<file path="src/rtl/dmem_arbiter_if.sv">
// Bundle of the core data port, DMA/debug port and data memory port seen by dmem_arbiter.
// The arbiter takes the slave view; the requesters and memory together take the master view.
interface dmem_arbiter_if #(
    parameter int unsigned ADDR_W = 32,
    parameter int unsigned DATA_W = 32
);
    logic              cpu_req;
    logic              cpu_we;
    logic [ADDR_W-1:0] cpu_addr;
    logic [DATA_W-1:0] cpu_wdata;
    logic [DATA_W-1:0] cpu_rdata;
    logic              cpu_stall;

    logic              dma_valid;
    logic              dma_we;
    logic [ADDR_W-1:0] dma_addr;
    logic [DATA_W-1:0] dma_wdata;
    logic              dma_ready;
    logic [DATA_W-1:0] dma_rdata;

    logic              mem_en;
    logic              mem_we;
    logic [ADDR_W-1:0] mem_addr;
    logic [DATA_W-1:0] mem_wdata;
    logic [DATA_W-1:0] mem_rdata;

    modport slave (
        input  cpu_req, cpu_we, cpu_addr, cpu_wdata,
        output cpu_rdata, cpu_stall,
        input  dma_valid, dma_we, dma_addr, dma_wdata,
        output dma_ready, dma_rdata,
        output mem_en, mem_we, mem_addr, mem_wdata,
        input  mem_rdata
    );

    modport master (
        output cpu_req, cpu_we, cpu_addr, cpu_wdata,
        input  cpu_rdata, cpu_stall,
        output dma_valid, dma_we, dma_addr, dma_wdata,
        input  dma_ready, dma_rdata,
        input  mem_en, mem_we, mem_addr, mem_wdata,
        output mem_rdata
    );
endinterface

</file>
<file path="src/rtl/dmem_arbiter.sv">
// Shares a single-ported synchronous-read data memory between the core data port and a DMA port.
// One transaction at a time; DMA starvation is bounded by a saturating lost-arbitration counter.
module dmem_arbiter #(
    parameter int unsigned ADDR_W   = 32,
    parameter int unsigned DATA_W   = 32,
    parameter int unsigned MAX_WAIT = 4
) (
    input logic            clk,
    input logic            reset,
    dmem_arbiter_if.slave  bus
);

    localparam int unsigned CntW = $clog2(MAX_WAIT + 1);
    localparam logic [CntW-1:0] MaxCnt = CntW'(MAX_WAIT);

    typedef enum logic [1:0] {
        StIdle,
        StCpuResp,
        StDmaResp
    } state_e;

    state_e          state_q, state_d;
    logic [CntW-1:0] wait_cnt_q, wait_cnt_d;

    logic dma_force;
    logic cpu_done;

    always_comb begin
        state_d       = state_q;
        wait_cnt_d    = wait_cnt_q;
        dma_force     = 1'b0;
        cpu_done      = 1'b0;
        bus.mem_en    = 1'b0;
        bus.mem_we    = 1'b0;
        bus.mem_addr  = {ADDR_W{1'b0}};
        bus.mem_wdata = {DATA_W{1'b0}};
        bus.cpu_rdata = {DATA_W{1'b0}};
        bus.dma_rdata = {DATA_W{1'b0}};
        bus.dma_ready = 1'b0;

        // While reset is high nothing is granted and any pending response is dropped.
        if (!reset) begin
            unique case (state_q)
                StIdle: begin
                    dma_force = bus.dma_valid && (wait_cnt_q == MaxCnt);
                    if (bus.cpu_req && !dma_force) begin
                        bus.mem_en    = 1'b1;
                        bus.mem_we    = bus.cpu_we;
                        bus.mem_addr  = bus.cpu_addr;
                        bus.mem_wdata = bus.cpu_wdata;
                        if (bus.cpu_we) begin
                            cpu_done = 1'b1;
                        end else begin
                            state_d = StCpuResp;
                        end
                        if (bus.dma_valid && (wait_cnt_q != MaxCnt)) begin
                            wait_cnt_d = wait_cnt_q + 1'b1;
                        end
                    end else if (bus.dma_valid) begin
                        bus.mem_en    = 1'b1;
                        bus.mem_we    = bus.dma_we;
                        bus.mem_addr  = bus.dma_addr;
                        bus.mem_wdata = bus.dma_wdata;
                        wait_cnt_d    = '0;
                        if (bus.dma_we) begin
                            bus.dma_ready = 1'b1;
                        end else begin
                            state_d = StDmaResp;
                        end
                    end
                end
                StCpuResp: begin
                    bus.cpu_rdata = bus.mem_rdata;
                    cpu_done      = 1'b1;
                    state_d       = StIdle;
                end
                StDmaResp: begin
                    bus.dma_rdata = bus.mem_rdata;
                    bus.dma_ready = 1'b1;
                    state_d       = StIdle;
                end
                default: begin
                    state_d = StIdle;
                end
            endcase

            if (!bus.dma_valid) begin
                wait_cnt_d = '0;
            end
        end
    end

    assign bus.cpu_stall = bus.cpu_req && !cpu_done;

    always_ff @(posedge clk) begin
        if (reset) begin
            state_q    <= StIdle;
            wait_cnt_q <= '0;
        end else begin
            state_q    <= state_d;
            wait_cnt_q <= wait_cnt_d;
        end
    end

endmodule
</file>
<file path="src/flat_wrapper.sv">
// flat-port wrapper written by rule: the top's interface ports become plain ports
module dmem_arbiter_flat 
#(
    parameter int unsigned ADDR_W   = 32,
    parameter int unsigned DATA_W   = 32,
    parameter int unsigned MAX_WAIT = 4
)
  (clk, reset, bus_cpu_req, bus_cpu_we, bus_cpu_addr, bus_cpu_wdata, bus_cpu_rdata, bus_cpu_stall, bus_dma_valid, bus_dma_we, bus_dma_addr, bus_dma_wdata, bus_dma_ready, bus_dma_rdata, bus_mem_en, bus_mem_we, bus_mem_addr, bus_mem_wdata, bus_mem_rdata);
  dmem_arbiter_if #(.ADDR_W(ADDR_W), .DATA_W(DATA_W)) bus_i ();
  input logic clk;
  input logic reset;
  input wire logic [$bits(bus_i.cpu_req)-1:0] bus_cpu_req;
  input wire logic [$bits(bus_i.cpu_we)-1:0] bus_cpu_we;
  input wire logic [$bits(bus_i.cpu_addr)-1:0] bus_cpu_addr;
  input wire logic [$bits(bus_i.cpu_wdata)-1:0] bus_cpu_wdata;
  output wire logic [$bits(bus_i.cpu_rdata)-1:0] bus_cpu_rdata;
  output wire logic [$bits(bus_i.cpu_stall)-1:0] bus_cpu_stall;
  input wire logic [$bits(bus_i.dma_valid)-1:0] bus_dma_valid;
  input wire logic [$bits(bus_i.dma_we)-1:0] bus_dma_we;
  input wire logic [$bits(bus_i.dma_addr)-1:0] bus_dma_addr;
  input wire logic [$bits(bus_i.dma_wdata)-1:0] bus_dma_wdata;
  output wire logic [$bits(bus_i.dma_ready)-1:0] bus_dma_ready;
  output wire logic [$bits(bus_i.dma_rdata)-1:0] bus_dma_rdata;
  output wire logic [$bits(bus_i.mem_en)-1:0] bus_mem_en;
  output wire logic [$bits(bus_i.mem_we)-1:0] bus_mem_we;
  output wire logic [$bits(bus_i.mem_addr)-1:0] bus_mem_addr;
  output wire logic [$bits(bus_i.mem_wdata)-1:0] bus_mem_wdata;
  input wire logic [$bits(bus_i.mem_rdata)-1:0] bus_mem_rdata;
  assign bus_i.cpu_req = bus_cpu_req;
  assign bus_i.cpu_we = bus_cpu_we;
  assign bus_i.cpu_addr = bus_cpu_addr;
  assign bus_i.cpu_wdata = bus_cpu_wdata;
  assign bus_cpu_rdata = bus_i.cpu_rdata;
  assign bus_cpu_stall = bus_i.cpu_stall;
  assign bus_i.dma_valid = bus_dma_valid;
  assign bus_i.dma_we = bus_dma_we;
  assign bus_i.dma_addr = bus_dma_addr;
  assign bus_i.dma_wdata = bus_dma_wdata;
  assign bus_dma_ready = bus_i.dma_ready;
  assign bus_dma_rdata = bus_i.dma_rdata;
  assign bus_mem_en = bus_i.mem_en;
  assign bus_mem_we = bus_i.mem_we;
  assign bus_mem_addr = bus_i.mem_addr;
  assign bus_mem_wdata = bus_i.mem_wdata;
  assign bus_i.mem_rdata = bus_mem_rdata;
  dmem_arbiter #(.ADDR_W(ADDR_W), .DATA_W(DATA_W), .MAX_WAIT(MAX_WAIT)) u_core (.clk(clk), .reset(reset), .bus(bus_i));
endmodule
</file>
<file path="config.mk">
export PLATFORM = sky130hd
export DESIGN_NAME = dmem_arbiter_flat
export DESIGN_NICKNAME = d
export VERILOG_FILES = /design/src/rtl/dmem_arbiter_if.sv /design/src/rtl/dmem_arbiter.sv /design/src/flat_wrapper.sv
export SDC_FILE = /design/constraint.sdc
export NUM_CORES = 1
export LEC_CHECK = 0
export BUFFER_PORTS_ARGS = -buffer_cell sky130_fd_sc_hd__buf_2
export CAP_MARGIN = 5
export CORE_AREA = 2 2 115 117
export CTS_BUF_LIST = sky130_fd_sc_hd__clkbuf_16
export CTS_CLUSTER_DIAMETER = 50
export DETAILED_ROUTE_END_ITERATION = 7
export DIE_AREA = 0 0 117 119
export PLACE_DENSITY = 0.62
export SYNTH_ARGS = -nofsm -noshare
export SYNTH_HDL_FRONTEND = slang
export SYNTH_SLANG_ARGS = --single-unit
</file>
<file path="constraint.sdc">
create_clock -name clk -period 1.4 [get_ports clk]
set_input_delay 0.14 -clock clk [delete_from_list [all_inputs] [get_ports clk]]
set_output_delay 0.14 -clock clk [all_outputs]
set_load 0.05 [all_outputs]
</file>
==> impl_metrics.ini, run 1 <==
[worst_setup_path]
worstReg2RegStart = u_core.wait_cnt_q[0]
crit_path_max_fanout = 14
crit_required_ns = 1.26
arrival_ns = 1.65
critPathLaunchType = flop
crit_start = u_core.state_q[1]
end_kind = output pin
critPathKind = reg -> out
ff2ff_path_depth = 6

[global_routing]
grt_pass1_wl_um = 22900
grt_overflow = 0
grt_max_degree = 32
grt_pass1_vias = 4530
antenna_found_initial = 6
track_usage_pct = 20.5

[logic_synthesis]
synth_compound_area_share_pct = 19.5
syn_avg_cell_area_um2 = 5.22
synth_edf_count = 0
synth_nets = 558
ys_top_cells_by_area = nand4_1, nand3_1, o21ai_1, nor2_1, nand2_1
synth-xor-area-share_pct = 0
synthAdderAreaFrac_pct = 1.23
synthDistinctLibCells = 27
synth_top_family_by_area = simple AND/OR/NAND/NOR gates
netlist_instances = 390
yosysSeqAreaShare_pct = 4.91
async_flop_share_pct = 0
yosysWarningCount = 0
muxShareOfSynthArea_pct = 0
yosysTopAreaCell = nand4_1
synth_seq_cells = 5
synth_flop_cell = dfxtp_1
yosys.area_share.simple_pct = 60.2
synth_top_area_share_pct = 20.6
synth_area_mm2 = 0.00204

[power_and_ir_drop]
p_leak_nw = 2.85
vdd_ir_drop_max_mv = 0.315
p_int_w = 0.00142
switching_share_pct = 50.4
seqPwrFrac_pct = 5.3
power_density_mw_per_mm2 = 409
p_sw_w = 0.00144
power_frac_comb_pct = 78.3
p_clk_share_pct = 16.4

[timing]
tightest_slew_ns = 0.289
maxSlewHeadroom_pct = 80.7
clock-skew-final_ns = 0.000440
clock.fmax_mhz = 559
setup_slack_ns = -0.388
finalCritPeriodShare_pct = 128
setup_viol = 132
finalHoldViolations = 0
period_needed_ns = 1.79
finalMaxSlewViolations = 0
rsz0062_at_grt = true
holdWs_ns = 0.115

[finish]
drive_above_1_share_pct = 75.5
nFillCells = 1096
nNetsFinal = 875
syn_to_final_growth_pct = 243
design_area_mm2 = 0.00699

[worst_hold_path]
hold_path.class = in -> reg
worstHoldPathCells = 2
worstHoldStart = bus_cpu_we

[placement]
dpl_cell_area_mm2 = 0.00513
gp_congestion = 0.810
hpwl_um = 10400
io_buffers = 297

[floorplan]
coreArea_mm2 = 0.0129
floorplan.initialDensity_pct = 15.8
num_rows = 42
io_pins = 298
die-area_mm2 = 0.0139
die_x_um = 117
die_h_um = 119

[cts]
cts_buffers = 3
ctsHoldBuffers = 0
cts_htree_levels = 1
clock_sinks = 5
root_buffer = clkbuf_16
clock_latency_ns = 0.23
clkSlewWorstSetupHoldPaths_ns = 0.03
clockBufferDepth = 2
cts_tree = done

[routing]
viasPerCell = 5.00
antenna_left = 0
wirelength_um = 16400
vias = 4436
firstDrtPassIters = 5
drc = 0
drt_iter0_drc = 315
wl_per_cell_um = 18.4

[run_status]
violations = setup timing
run_status = finished with violations

[flow_run]
maxCapViolations = 0
-- layer usage --
metal	part of all wire, %	wire length (µm)	track usage, %
met4	2.9	474	11.0
met3	8.1	1320	4.58
met1	37	6110	22.5
met5	0	0	0
met2	52	8450	36.0
-- stage by stage --
step	util (%)	TNS, ns	setup slack (ns)	total power [W]	instances
floorplan	-	-13.42	-0.156	0.00141	390
global placement	39.8	-11.89	-0.197	0.00197	855
detailed placement	39.8	-13.13	-0.233	0.00197	855
CTS	50.8	-29.52	-0.379	0.00277	878
global route	54.3	-37.89	-0.452	0.00298	887
finish	54.3	-31.33	-0.388	0.00286	888
-- layout make-up --
class                           instances  area [µm²]  share of cell area (%)
Timing Repair Buffer                  368        3540                    50.7
Multi-Input combinational cell        325        3020                    43.1
Tap cell                              176         220                    3.15
Sequential cell                         5         105                    1.50
Clock buffer                            3        75.1                    1.07
Inverter                                4        15.0                   0.215
Antenna cell                            6        15.0                   0.215
Clock inverter                          1        3.75                  0.0537
-- logic make-up (layout without fill, tap and decap cells) --
kind of cell             after synthesis  after routing
AND/OR/NAND/NOR                      248            248
AO/OA/AOI/OAI                         75             75
buffers and inverters                 60            376
flip-flops                             5              5
adder cells (fa/ha/maj)                2              2
other                                  0              6
-- synthesized netlist by cell type (all sizes together) (3+ instances only) --
| cell | number |
|---|---|
| buf | 37 |
| clkbuf | 19 |
| dfxtp | 5 |
| inv | 4 |
| nand2 | 36 |
| nand3 | 66 |
| nand4 | 67 |
| nor2 | 68 |
| nor2b | 3 |
| o21ai | 66 |
-- final timing paths --
path / endpoint / slack [ns]
worst max register to register: u_core.state_q[1] / 0.04
worst max-delay path: bus_mem_addr[29] / -0.39
worst min-delay path: u_core.state_q[0] / 0.12
worst min register to register: u_core.wait_cnt_q[0] / 0.54
-- power by group through the flow --
stage                     clock, W  sequential, W  combinational [W]
final                     0.000470       0.000151            0.00224
after global routing      0.000485       0.000151            0.00234
after CTS                 0.000477       0.000151            0.00214
after detailed placement         0       0.000152            0.00182
after global placement           0       0.000152            0.00181
after floorplan                  0       0.000151            0.00126
-- critical path, stage by stage, from the launching register on --
cell and delay, ns:
dfxtp_2 0.33, nor3_4 0.21, buf_12 0.19, buf_4 0.16, nand3_1 0.15, o21ai_4 0.17, buf_4 0.21
-- cells in the final DEF (no fill, tap or decap), types with 4 or more instances in the layout --
| master | Yosys | routed |
|---|---|---|
| buf_6 | 0 | 79 |
| o21ai_4 | 0 | 64 |
| buf_2 | 21 | 165 |
| clkbuf_16 | 0 | 6 |
| buf_12 | 0 | 29 |
| nor2_4 | 0 | 65 |
| dfxtp_2 | 0 | 4 |
| diode_2 | 0 | 6 |
| buf_4 | 10 | 33 |
| nand4_1 | 67 | 67 |
| nand3_2 | 0 | 14 |
| nand3_1 | 66 | 51 |
| buf_8 | 0 | 56 |
| nand2_1 | 36 | 35 |
-- flip-flops by register name, indices dropped and copies added, names as in the netlist --
signal / flops
u_core.state_q: 2
u_core.wait_cnt_q: 3
-- timing repair --
action                     4_1_cts  5_1_grt
setup endpoints to repair      133      134
pin swaps                       20       41
resized for setup              316       94
setup buffers                   13        7
gates cloned                     7        4
No activity file was read; power rests on OpenSTA's default activity.
==> run 2: changes to the inputs <==
--- a/config.mk
+++ b/config.mk
@@ -5,6 +5,7 @@
 export SDC_FILE = /design/constraint.sdc
 export NUM_CORES = 1
 export LEC_CHECK = 0
+export ABC_AREA = 1
 export BUFFER_PORTS_ARGS = -buffer_cell sky130_fd_sc_hd__buf_2
 export CAP_MARGIN = 5
 export CORE_AREA = 2 2 115 117
@@ -12,7 +13,7 @@
 export CTS_CLUSTER_DIAMETER = 50
 export DETAILED_ROUTE_END_ITERATION = 7
 export DIE_AREA = 0 0 117 119
-export PLACE_DENSITY = 0.62
+export PLACE_DENSITY = 0.58
 export SYNTH_ARGS = -nofsm -noshare
 export SYNTH_HDL_FRONTEND = slang
 export SYNTH_SLANG_ARGS = --single-unit
==> constraint.sdc (replaced) <==
create_clock -name clk -period 1.9 [get_ports clk]
set_input_delay 0.19 -clock clk [delete_from_list [all_inputs] [get_ports clk]]
set_output_delay 0.19 -clock clk [all_outputs]
set_load 0.05 [all_outputs]
==> run 2 against run 1 <==
Effect of this change:
- the run now ends clean
- combinational power shrank 41%
- synthesized cell count down 0.77%
- clock-buffer cell count unchanged
- clock skew grew 0.0037 ns
- first-iteration DRC count shrank 62%
- routed wire length fell by 23%
- worst setup slack better by 0.40 ns
- power down 38%
- cell count shrank 3.9%
- final area is 30% lower
- global-route usage fell by 5.4 points
- critical path type unchanged
- highest routed layer is now met5
==> impl_metrics.ini, run 2 <==
[run_status]
run_status = complete, no violations

[global_routing]
antenna_found_initial = 1
grt_pass1_vias = 3423
grt_max_degree = 68
track_usage_pct = 15.1
grt_overflow = 0
grt_pass1_wl_um = 16900

[routing]
wl_met2_um = 6620
vias = 3814
drc = 0
drt_iter0_drc = 119
antenna_left = 0
dr_wl_met3_um = 852
wl_per_cell_um = 14.7
wirelength_um = 12600
firstDrtPassIters = 4
drt-met1-wl_um = 4920
viasPerCell = 4.47
top_layer = met5

[timing]
clock.fmax_mhz = 528
clock-skew-final_ns = 0.00417
holdWs_ns = 0.267
period_needed_ns = 1.89
maxSlewHeadroom_pct = 75.4
setup_viol = 0
finalMaxSlewViolations = 0
rsz0062_at_grt = true
finalSetupTns_ns = 0
finalCritPeriodShare_pct = 99.6
tightest_slew_ns = 0.369
finalHoldViolations = 0

[power_and_ir_drop]
p_int_w = 0.000874
finalPower_w = 0.00178
switching_share_pct = 50.7
seqPwrFrac_pct = 6.3
p_leak_nw = 2.49
power_frac_comb_pct = 74.2
p_clk_share_pct = 19.5
p_sw_w = 0.000901
vdd_ir_drop_max_mv = 0.243
power_density_mw_per_mm2 = 364

[finish]
drive_above_1_share_pct = 66.9
layout_commonest_cell = buf_2
reg_top3 = u_core.wait_cnt_q: 3 flops, u_core.state_q: 2 flops
largest_register_ffs = 3
nFillCells = 1369
syn_to_final_growth_pct = 161
diodes = 0
nNetsFinal = 846
most-common-layout-cells = buf_2, a21oi_2, buf_6
regMostFlops = u_core.wait_cnt_q
finish.utilization_pct = 37.8

[cts]
root_buffer = clkbuf_16
cts_tree = done
clkSlewWorstSetupHoldPaths_ns = 0.04
ctsHoldBuffers = 0
clock_sinks = 5
cts_buffers = 3
cts_htree_levels = 1
clock_latency_ns = 0.23
clockBufferDepth = 2

[placement]
hpwl_um = 8530
io_buffers = 297
gp_congestion = 0.768

[worst_setup_path]
critPathKind = reg -> out
crit_required_ns = 1.71
critPathLaunchType = flop
crit_path_max_fanout = 6
end_kind = output pin
arrival_ns = 1.70

[logic_synthesis]
yosysWarningCount = 0
yosysTopAreaCell = nand3_1
netlist_instances = 387
synth_seq_cells = 5
yosysSeqAreaShare_pct = 5.35
ys_top_cells_by_count = nand2_1, nand3_1, a21oi_1, nor3_1, inv_1
async_flop_share_pct = 0
synth_top_area_share_pct = 18.5
synthDistinctLibCells = 20
synth_most_common_cell = nand2_1
synth_nets = 555
synth_flop_cell = dfxtp_1
ys_top_cells_by_area = nand3_1, a21oi_1, nor3_1, nand2_1, inv_1
synth_edf_count = 0
syn_avg_cell_area_um2 = 4.83
synth_area_mm2 = 0.00187

[floorplan]
die_h_um = 119
floorplan.initialDensity_pct = 14.5
die-area_mm2 = 0.0139
coreArea_mm2 = 0.0129
num_rows = 42
io_pins = 298
die_x_um = 117

[flow_run]
maxCapViolations = 0

[worst_hold_path]
hold_path.class = in -> reg
-- run 2: changes by cell type after synthesis, sizes merged, moves of 41 or more --
cell   before  now
nand4      67    2
nor3        2   64
nand2      36   78
o21ai      66    2
nor2       68   10
a21oi       2   68
inv         4   45
-- run 2: what timing repair did --
action                     CTS  global route
cloned                       4             6
pin swaps                   17            45
gates resized for setup    132            75
buffers inserted             8             2
setup endpoints to repair   66            67
-- run 2: critical path, stage by stage, from the launching register on --
cell	delay, ns
dfxtp_2	0.32
inv_2	0.05
ha_4	0.15
nand3_4	0.10
nand2_8	0.09
inv_8	0.08
buf_12	0.14
clkbuf_16	0.15
nand2_1	0.05
a21oi_2	0.15
buf_6	0.18
-- run 2: cells by family (layout without fill, tap and decap cells) --
group           after synthesis  count (layout)  synth area share [%]
buf+inv                      86             376                  19.9
fa+ha+maj                     2               2                  1.34
compound gates               71              71                  19.1
simple gates                223             223                  54.2
flops                         5               5                  5.35
-- run 2: path summary, 6_finish.rpt --
path / startpoint / to / slack (ns) / depth (start not counted)
worst max-delay path: u_core.wait_cnt_q[1] / bus_mem_wdata[26] / 0.008 / 10
worst min-delay path: bus_cpu_we / u_core.state_q[0] / 0.27 / 4
worst max register to register: u_core.wait_cnt_q[0] / u_core.wait_cnt_q[0] / 0.29 / 10
worst min register to register: u_core.wait_cnt_q[2] / u_core.wait_cnt_q[2] / 0.57 / 4
-- run 2: through the flow --
stage,instance area [µm²],setup slack [ns],std cells
floorplan,2140,-0.0598,387
global placement,3850,0.124,832
detailed placement,3850,0.102,832
CTS,4520,-0.00283,848
global route,4870,-0.0700,853
finish,4870,0.00756,853
-- run 2: layout make-up --
| cell class | instances | area, µm² | area share, % |
|---|---|---|---|
| clock inverter | 1 | 3.75 | 0.0770 |
| inverter | 45 | 176 | 3.62 |
| timing repair buffer | 327 | 2360 | 48.4 |
| sequential | 5 | 103 | 2.11 |
| clock buffer | 3 | 75.1 | 1.54 |
| tap | 176 | 220 | 4.52 |
| multi-input combinational | 296 | 1940 | 39.7 |
-- run 2: power by group through the flow --
stage | Combinational, W | Clock [W] | Sequential, W
finish | 0.00132 | 0.000345 | 0.000112
global route | 0.00140 | 0.000356 | 0.000113
CTS | 0.00123 | 0.000349 | 0.000112
detailed placement | 0.00107 | 0 | 0.000113
global placement | 0.00107 | 0 | 0.000113
floorplan | 0.000712 | 0 | 0.000113
-- run 2: per-layer routing --
layer,track usage (%),up-vias
met4,3.68,2
met2,29.1,194
met1,17.1,1733
li1,-,1873
met5,0,-
met3,2.14,12
